`src/rtl/shift194_seq_if.sv`:
```
// Signal bundle between the job source, the sequencer and the downstream
// 74HC194-style shift register (mode, serial, parallel and feedback lines).
interface shift194_seq_if #(
    parameter int CNT_W = 3
);
    logic             START;
    logic [0:3]       DATA;
    logic             DIR;
    logic             RING;
    logic             FILL;
    logic [CNT_W-1:0] NSHIFT;
    logic             PAUSE;
    logic [0:3]       Q;
    logic [1:0]       S;
    logic [1:0]       D;
    logic [0:3]       PIN;
    logic             BUSY;
    logic             DONE;

    modport master (
        output START, DATA, DIR, RING, FILL, NSHIFT, PAUSE, Q,
        input  S, D, PIN, BUSY, DONE
    );

    modport slave (
        input  START, DATA, DIR, RING, FILL, NSHIFT, PAUSE, Q,
        output S, D, PIN, BUSY, DONE
    );
endinterface

```
`src/rtl/shift194_seq.sv`:
```
// Job sequencer for a 4-bit universal shift register: one parallel load,
// then NSHIFT shift cycles (pausable), then a one-cycle DONE pulse.
module shift194_seq #(
    parameter int CNT_W = 3
) (
    input  logic          CLK,
    input  logic          MR_N,
    shift194_seq_if.slave bus
);

    typedef enum logic [1:0] {
        ST_IDLE  = 2'd0,
        ST_LOAD  = 2'd1,
        ST_SHIFT = 2'd2,
        ST_DONE  = 2'd3
    } state_t;

    state_t           state_q, state_d;
    logic [CNT_W-1:0] cnt_q, cnt_d;
    logic [CNT_W-1:0] nshift_q, nshift_d;
    logic [0:3]       data_q, data_d;
    logic             dir_q, dir_d;
    logic             ring_q, ring_d;
    logic             fill_q, fill_d;
    logic [1:0]       s_q, s_d;
    logic [0:3]       pin_q, pin_d;
    logic             busy_q, busy_d;
    logic             done_q, done_d;

    always_ff @(posedge CLK or negedge MR_N) begin
        if (!MR_N) begin
            state_q  <= ST_IDLE;
            cnt_q    <= '0;
            nshift_q <= '0;
            data_q   <= '0;
            dir_q    <= 1'b0;
            ring_q   <= 1'b0;
            fill_q   <= 1'b0;
            s_q      <= 2'b00;
            pin_q    <= '0;
            busy_q   <= 1'b0;
            done_q   <= 1'b0;
        end else begin
            state_q  <= state_d;
            cnt_q    <= cnt_d;
            nshift_q <= nshift_d;
            data_q   <= data_d;
            dir_q    <= dir_d;
            ring_q   <= ring_d;
            fill_q   <= fill_d;
            s_q      <= s_d;
            pin_q    <= pin_d;
            busy_q   <= busy_d;
            done_q   <= done_d;
        end
    end

    always_comb begin
        state_d  = state_q;
        cnt_d    = cnt_q;
        nshift_d = nshift_q;
        data_d   = data_q;
        dir_d    = dir_q;
        ring_d   = ring_q;
        fill_d   = fill_q;

        case (state_q)
            ST_IDLE: begin
                if (bus.START) begin
                    data_d   = bus.DATA;
                    dir_d    = bus.DIR;
                    ring_d   = bus.RING;
                    fill_d   = bus.FILL;
                    nshift_d = bus.NSHIFT;
                    state_d  = ST_LOAD;
                end
            end
            ST_LOAD: begin
                if (nshift_q != '0) begin
                    cnt_d   = nshift_q;
                    state_d = ST_SHIFT;
                end else begin
                    state_d = ST_DONE;
                end
            end
            ST_SHIFT: begin
                // Count only edges where the register really shifted, so a pause never drops or adds a shift.
                if (s_q[1]) begin
                    cnt_d = cnt_q - CNT_W'(1);
                    if (cnt_q == CNT_W'(1)) begin
                        state_d = ST_DONE;
                    end
                end
            end
            default: begin
                state_d = ST_IDLE;
            end
        endcase

        // Registered outputs describe the cycle that follows this edge.
        s_d = 2'b00;
        case (state_d)
            ST_LOAD:  s_d = 2'b01;
            ST_SHIFT: s_d = bus.PAUSE ? 2'b00 : {1'b1, dir_d};
            default:  s_d = 2'b00;
        endcase
        pin_d  = data_d;
        busy_d = (state_d == ST_LOAD) || (state_d == ST_SHIFT);
        done_d = (state_d == ST_DONE);
    end

    assign bus.S    = s_q;
    assign bus.PIN  = pin_q;
    assign bus.BUSY = busy_q;
    assign bus.DONE = done_q;

    // Serial inputs follow Q live so rotation feeds back the bit leaving this cycle.
    assign bus.D[0] = ring_q ? bus.Q[0] : fill_q;
    assign bus.D[1] = ring_q ? bus.Q[3] : fill_q;

endmodule

```
`src/flat_wrapper.sv`:
```
// flat-port wrapper written by rule: the top's interface ports become plain ports
module shift194_seq_flat 
#(
    parameter int CNT_W = 3
)
  (CLK, MR_N, bus_START, bus_DATA, bus_DIR, bus_RING, bus_FILL, bus_NSHIFT, bus_PAUSE, bus_Q, bus_S, bus_D, bus_PIN, bus_BUSY, bus_DONE);
  shift194_seq_if #(.CNT_W(CNT_W)) bus_i ();
  input  logic CLK;
  input  logic MR_N;
  input wire logic [$bits(bus_i.START)-1:0] bus_START;
  input wire logic [$bits(bus_i.DATA)-1:0] bus_DATA;
  input wire logic [$bits(bus_i.DIR)-1:0] bus_DIR;
  input wire logic [$bits(bus_i.RING)-1:0] bus_RING;
  input wire logic [$bits(bus_i.FILL)-1:0] bus_FILL;
  input wire logic [$bits(bus_i.NSHIFT)-1:0] bus_NSHIFT;
  input wire logic [$bits(bus_i.PAUSE)-1:0] bus_PAUSE;
  input wire logic [$bits(bus_i.Q)-1:0] bus_Q;
  output wire logic [$bits(bus_i.S)-1:0] bus_S;
  output wire logic [$bits(bus_i.D)-1:0] bus_D;
  output wire logic [$bits(bus_i.PIN)-1:0] bus_PIN;
  output wire logic [$bits(bus_i.BUSY)-1:0] bus_BUSY;
  output wire logic [$bits(bus_i.DONE)-1:0] bus_DONE;
  assign bus_i.START = bus_START;
  assign bus_i.DATA = bus_DATA;
  assign bus_i.DIR = bus_DIR;
  assign bus_i.RING = bus_RING;
  assign bus_i.FILL = bus_FILL;
  assign bus_i.NSHIFT = bus_NSHIFT;
  assign bus_i.PAUSE = bus_PAUSE;
  assign bus_i.Q = bus_Q;
  assign bus_S = bus_i.S;
  assign bus_D = bus_i.D;
  assign bus_PIN = bus_i.PIN;
  assign bus_BUSY = bus_i.BUSY;
  assign bus_DONE = bus_i.DONE;
  shift194_seq #(.CNT_W(CNT_W)) u_core (.CLK(CLK), .MR_N(MR_N), .bus(bus_i));
endmodule
```
`config.mk`:
```
export PLATFORM = sky130hd
export DESIGN_NAME = shift194_seq_flat
export DESIGN_NICKNAME = d
export VERILOG_FILES = /design/src/rtl/shift194_seq_if.sv /design/src/rtl/shift194_seq.sv /design/src/flat_wrapper.sv
export SDC_FILE = /design/constraint.sdc
export NUM_CORES = 1
export LEC_CHECK = 0
export CAP_MARGIN = 10
export CORE_MARGIN = 8
export CORE_UTILIZATION = 45
export CTS_CLUSTER_SIZE = 14
export DETAILED_ROUTE_END_ITERATION = 12
export GPL_ROUTABILITY_DRIVEN = 0
export HOLD_SLACK_MARGIN = 0.12
export PLACE_DENSITY_LB_ADDON = 0.12
export SLEW_MARGIN = 5
export SYNTH_ARGS = -nofsm -noshare
export SYNTH_HDL_FRONTEND = slang
export SYNTH_SLANG_ARGS = --single-unit
```
`constraint.sdc`:
```
create_clock -name CLK -period 2.65 [get_ports CLK]
set_clock_uncertainty 0.2 [all_clocks]
set_input_delay 0.3975 -clock CLK [delete_from_list [all_inputs] [get_ports CLK]]
set_output_delay 0.3975 -clock CLK [all_outputs]
set_load 0.02 [all_outputs]
```
# After elaboration in Yosys (flattened, before gate mapping)
# Cells that the tools add are included.
dict set report word_totals {
  reg_bits 19
  latchBits 0
  ramBits 0
  rom_bits 0
  n_memories 0
}
dict set report op_classes {
  addsub 1
  multipliers 0
  n_div 0
  order_cmp 0
  n_eq_ne 8
  n_shift 0
  muxes 14
  n_bitwise 0
  reduce_logical 6
}
# cell n
set ops {}
lappend ops {{2-bit two-way mux} 4}
lappend ops {{2-bit equality test (second input constant)} 3}
lappend ops {{3-bit two-way mux} 2}
lappend ops {{2-bit case mux with 3 select lines} 1}
lappend ops {{3-bit case mux with 2 select lines} 1}
lappend ops {{1-bit two-way mux} 5}
lappend ops {{2-bit by 1-bit equality test with 1-bit output (second input constant)} 2}
lappend ops {{2-bit by 1-bit != test with 1-bit output (second input constant)} 2}
lappend ops {{2-bit case mux with 2 select lines} 1}
lappend ops {{3-bit by 1-bit equality test with 1-bit output (second input constant)} 1}
lappend ops {{3-bit AND reduction} 1}
lappend ops {{3-bit nonzero test} 1}
lappend ops {{3-bit by 1-bit subtractor with 3-bit output (second input constant)} 1}
lappend ops {{2-bit zero test} 1}
lappend ops {{2-bit AND reduction} 1}
lappend ops {{2-bit nonzero test} 1}
lappend ops {{1-bit logical OR} 1}

# Logic depth before layout (Yosys ltp)
dict set report depth {
  word_depth 6
  ltp_mapped 8
  ltp_nobuf 8
}

# Worst setup path after synthesis
# Ideal clock, no wire load.
dict set report synth_path {
  path_type {reg-to-reg}
  from {register u_core.state_q[1]}
  to {register u_core.s_q[0] (netlist: u_core.bus.S[0])}
  setup_time_ps 66
  arrival_ps 1955
  slack_ps 429
  path_stages_with_launch 8
  path_cell_list {dfrtp_1 inv_1 ha_1 or4b_4 a31o_1 ha_1 nor3b_1 a22o_1}
}
dict set report synth_via {
  elab_chain_len 5
  elab_cells_between_ends 12
  classes_between {4 x eq/ne; 7 x mux; 1 x reduce/logical}
}
# element line_no
set synth_lines {}
lappend synth_lines {{from (decl)} shift194_seq.sv:18} ;# state_t state_q, state_d;
lappend synth_lines {{from (signal assigned)} shift194_seq.sv:44} ;# state_q <= state_d;
lappend synth_lines {{2-bit two-way mux} shift194_seq.sv:90} ;# if (cnt_q == CNT_W'(1)) begin
lappend synth_lines {{2-bit two-way mux} shift194_seq.sv:88} ;# if (s_q[1]) begin
lappend synth_lines {{2-bit case mux with 3 select lines} shift194_seq.sv:67} ;# case (state_q)
lappend synth_lines {{2-bit equality test or 2-bit by 1-bit equality test with 1-bit output (tied branches)} shift194_seq.sv:102} ;# case (state_d)
lappend synth_lines {{2-bit case mux with 2 select lines (*)} shift194_seq.sv:102}
lappend synth_lines {{via u_core.s_d[0]} shift194_seq.sv:25} ;# logic [1:0] s_q, s_d;
lappend synth_lines {{to (signal assigned)} shift194_seq.sv:39} ;# s_q <= 2'b00;
lappend synth_lines {{to (signal assigned)} shift194_seq.sv:51} ;# s_q <= s_d;
lappend synth_lines {{to (decl)} shift194_seq.sv:25}
# Mark *: on every way through the listed nets, which the timed path passes. The rest lies on a longest branch.
# A chain may end at the register's enable or synchronous reset.

# Worst setup path in the final report
# Same ends and word-level chain as after synthesis.

==> metrics.log <==
INFO  metric status = finished, final reports clean
INFO  metric critical_path_class = reg2reg
INFO  metric worst_skew_pair_later_pin_latency = 0.29 ns
INFO  metric htree_num_levels = 1
INFO  metric synth_common_cells = sky130_fd_sc_hd__dfrtp_1 (19), sky130_fd_sc_hd__ha_1 (9), sky130_fd_sc_hd__mux2_2 (9), sky130_fd_sc_hd__inv_1 (6), sky130_fd_sc_hd__nand2_1 (6)
INFO  metric area_growth_syn_to_layout = 34.69%
INFO  metric synth.lib_cells_used.distinct = 21
INFO  metric final.setup.tns = 0 ns
INFO  metric clock_pin_slew_on_the_worst_setup_and_hold_paths = 0.11 ns
INFO  metric worst_hold_check_path_type = in2async
INFO  metric fin_area = 1239 sq um
INFO  metric final_layout_size_suffix_gt1_share = 18.81%
INFO  metric nFillCells = 164
INFO  metric fp.dieH = 61.21 um
INFO  metric total_setup_buffers_inserted_after_cts = 0
INFO  metric max-slew-margin-rel = 77.97%
INFO  metric p_per_area = 1168 nW/um^2
INFO  metric met2_usage = 17.91%
INFO  metric cap_violations = 0
INFO  metric detail_route.iter0.violations = 7
INFO  metric antenna_viol_nets_final = 0
INFO  metric finalHoldViolations = 0
INFO  metric ctsResizeCount = 0
INFO  metric worstPathRequired = 2.68 ns
INFO  metric top_level_ports = 28
INFO  metric r2r.worst_path.cells = 7
INFO  metric synth_async_sr_flop_share = 100.0%
INFO  metric rr_startpoint = u_core.state_q[1]
INFO  metric firstDrtPassIters = 2
INFO  metric initial_cell_density_of_the_core = 47.36%
INFO  metric yosysWarningCount = 0
INFO  metric mappedNetlistArea = 919.6 sq um
INFO  metric endpoints_failing_setup = 0
INFO  metric numClockSinks = 19
INFO  metric final_net_count = 129
INFO  metric reg2reg_to = u_core.bus.S[0]
INFO  metric gr-total-overflow = 0
INFO  metric cts-hold-fix-buffers = 0
INFO  metric timing.critical_path.to_type = register
INFO  metric synth.yosys.seq_area_share = 51.70%
INFO  metric grt_antenna_before_repair = 0
INFO  metric tightest_slew = 0.3305 ns
INFO  metric avgSynthCellArea = 12.95 sq um
INFO  metric drc = 0
INFO  metric worst-endpoint-arrival = 2.40 ns
INFO  metric final.min_clock_period = 2.368 ns
INFO  metric globalRouteMet1Util = 12.35%
INFO  metric grt.total_usage = 10.63%
INFO  metric max-clock-path-buffers = 2
INFO  metric hpwl = 1.430 mm
INFO  metric antenna_cells = 0
INFO  metric num_vias = 617
INFO  metric grtUsageMet3 = 3.132%
INFO  metric fp.coreArea = 1942 sq um
INFO  metric post-synth-top-area-fraction = 51.70%
INFO  metric die_width = 61.21 um
INFO  metric global_route_wire_length_before_repair = 2.973 mm
INFO  metric worst_setup_path_startpoint = u_core.state_q[1]
INFO  metric timing.final.max_slew_violations = 0
INFO  metric drt-wirelength-per-cell = 13.78 um
INFO  metric placementRows = 16
INFO  metric via_count_of_the_first_global_routing_pass = 675
INFO  metric ff_latch_count_synth = 19
INFO  metric most_repeated_cell_in_the_gate_level_netlist_after_synthesis = sky130_fd_sc_hd__dfrtp_1
INFO  metric port_buffers = 25
INFO  metric tritoncts = done
INFO  metric finalWirelength = 1.764 mm
INFO  metric worst_setup_path_endpoint = u_core.bus.S[0]
INFO  metric critPathLaunchType = register
INFO  metric dpl_cell_area = 1211 sq um
INFO  metric max_freq = 422.3 MHz
INFO  metric synth_edf_count = 0
INFO  metric die_outline_area = 3746 sq um
INFO  metric syn-num-nets = 98
INFO  metric grt.busiest_layer = met2
INFO  metric rsz_0062_raised_after_global_routing = false
INFO  metric vias_per_cell = 4.820
INFO  metric synthTopCellsByArea = sky130_fd_sc_hd__dfrtp_1 (52%), sky130_fd_sc_hd__ha_1 (12%), sky130_fd_sc_hd__mux2_2 (11%)
INFO  metric yosys.area.top_type = sky130_fd_sc_hd__dfrtp_1
INFO  metric area_occupied_by_multi_input_gates = 421.7 sq um
INFO  metric ff_latch_area = 475.5 sq um
INFO  metric layout_worst_path_cycle_share = 89.36%
INFO  metric power_leakage = 0.5672 nW
INFO  metric power.ir.vdd_worst = 0.8578 mV
INFO  metric grt_max_degree = 20
INFO  metric yosys_most_used_dff = sky130_fd_sc_hd__dfrtp_1
INFO  metric postSynthCellCount = 71
INFO  metric cts_buffers = 3
INFO  metric reg2reg_slack = 0.28 ns
INFO  metric cell_at_the_root_of_the_clock_tree = sky130_fd_sc_hd__clkbuf_4
INFO  metric maximum_fanout_count_along_the_critical_path = 5
[critical path, cell delays in order, from the launching register on]
cell and delay (ns):
sky130_fd_sc_hd__dfrtp_1 0.42, sky130_fd_sc_hd__inv_1 0.09, sky130_fd_sc_hd__ha_1 0.13, sky130_fd_sc_hd__or4b_4 0.51, sky130_fd_sc_hd__a31o_1 0.25, sky130_fd_sc_hd__ha_1 0.31
sky130_fd_sc_hd__nor3b_1 0.25, sky130_fd_sc_hd__a22o_1 0.17
[metal layers]
layer  wire length [um]  share of wire (%)
met1                763                 43
met2                900                 51
met3                 85                4.8
met4                 15               0.85
met5                  0                  0
[metrics by stage]
| step | worst slack [ns] | utilization [%] | power (mW) | std cells | hold slack [ns] |
|---|---|---|---|---|---|
| after floorplan | 0.4289 | - | 1.038 | 71 | -0.09809 |
| after global placement | 0.3459 | 62.37 | 1.284 | 124 | 0.2866 |
| after detailed placement | 0.2813 | 62.37 | 1.321 | 124 | 0.2983 |
| after CTS | 0.2638 | 63.79 | 1.468 | 128 | 0.2269 |
| after global routing | 0.1446 | 63.79 | 1.569 | 128 | 0.2480 |
| final | 0.2819 | 63.79 | 1.447 | 128 | 0.2258 |
[kinds of logic after synthesis]
kind of cell | Yosys count | synth area share [%]
compound gates | 10 | 8.028
fa+ha+maj | 9 | 12.25
buf+inv | 6 | 2.449
flops | 19 | 51.70
mux | 12 | 14.42
simple gates | 15 | 11.16
[placed cells by master, fill, tap and decap left out, drive strengths merged]
master         synthesis  final
nand3                  2      2
dfrtp                 19     19
ha                     9      9
or4b                   1      1
and3b                  1      1
clkinv                 0      1
nor3b                  1      1
mux2                  10     10
a41oi                  2      2
a31oi                  1      1
or2b                   1      1
clkdlybuf4s50          0     25
mux2i                  2      2
nand2                  7      7
a31o                   1      1
buf                    0      1
o21ai                  5      5
inv                    6      6
a22o                   1      1
nand2b                 2      2
clkbuf                 0      3
[state kept, by name, summed over array words and instances, names as in the netlist, 2 cells and up]
name and cells:
u_core.bus.S 2, u_core.cnt_q 3, u_core.data_q 4, u_core.nshift_q 3
u_core.state_q 2
[final cells by class]
class | count | area share, %
flip-flops and latches | 19 | 38.38
multi-input cells | 46 | 34.04
repair buffers | 26 | 20.81
well taps | 27 | 2.727
clock buffers | 3 | 1.818
inverters | 6 | 1.818
clock inverters | 1 | 0.4040
[worst min-delay path by stage]
stage | to | slack [ns] | cells after the start
3_3_place_gp | u_core.dir_q | 0.29 | 1
3_5_place_dp | u_core.data_q[2] | 0.30 | 1
6_report | u_core.data_q[3] | 0.23 | 2
5_1_grt | u_core.nshift_q[0] | 0.25 | 2
2_1_floorplan | u_core.bus.BUSY | -0.1 | 0
4_1_cts | u_core.data_q[3] | 0.23 | 2
[power breakdown]
| part | internal (mW) | switching (mW) | total [mW] | leakage [nW] |
|---|---|---|---|---|
| clock network | 0.0560 | 0.0872 | 0.143 | 0.0177 |
| registers | 0.431 | 0.0826 | 0.514 | 0.228 |
| logic | 0.393 | 0.397 | 0.790 | 0.321 |
| total | 0.880 | 0.567 | 1.45 | 0.567 |
(Power assumes the default switching activity.)
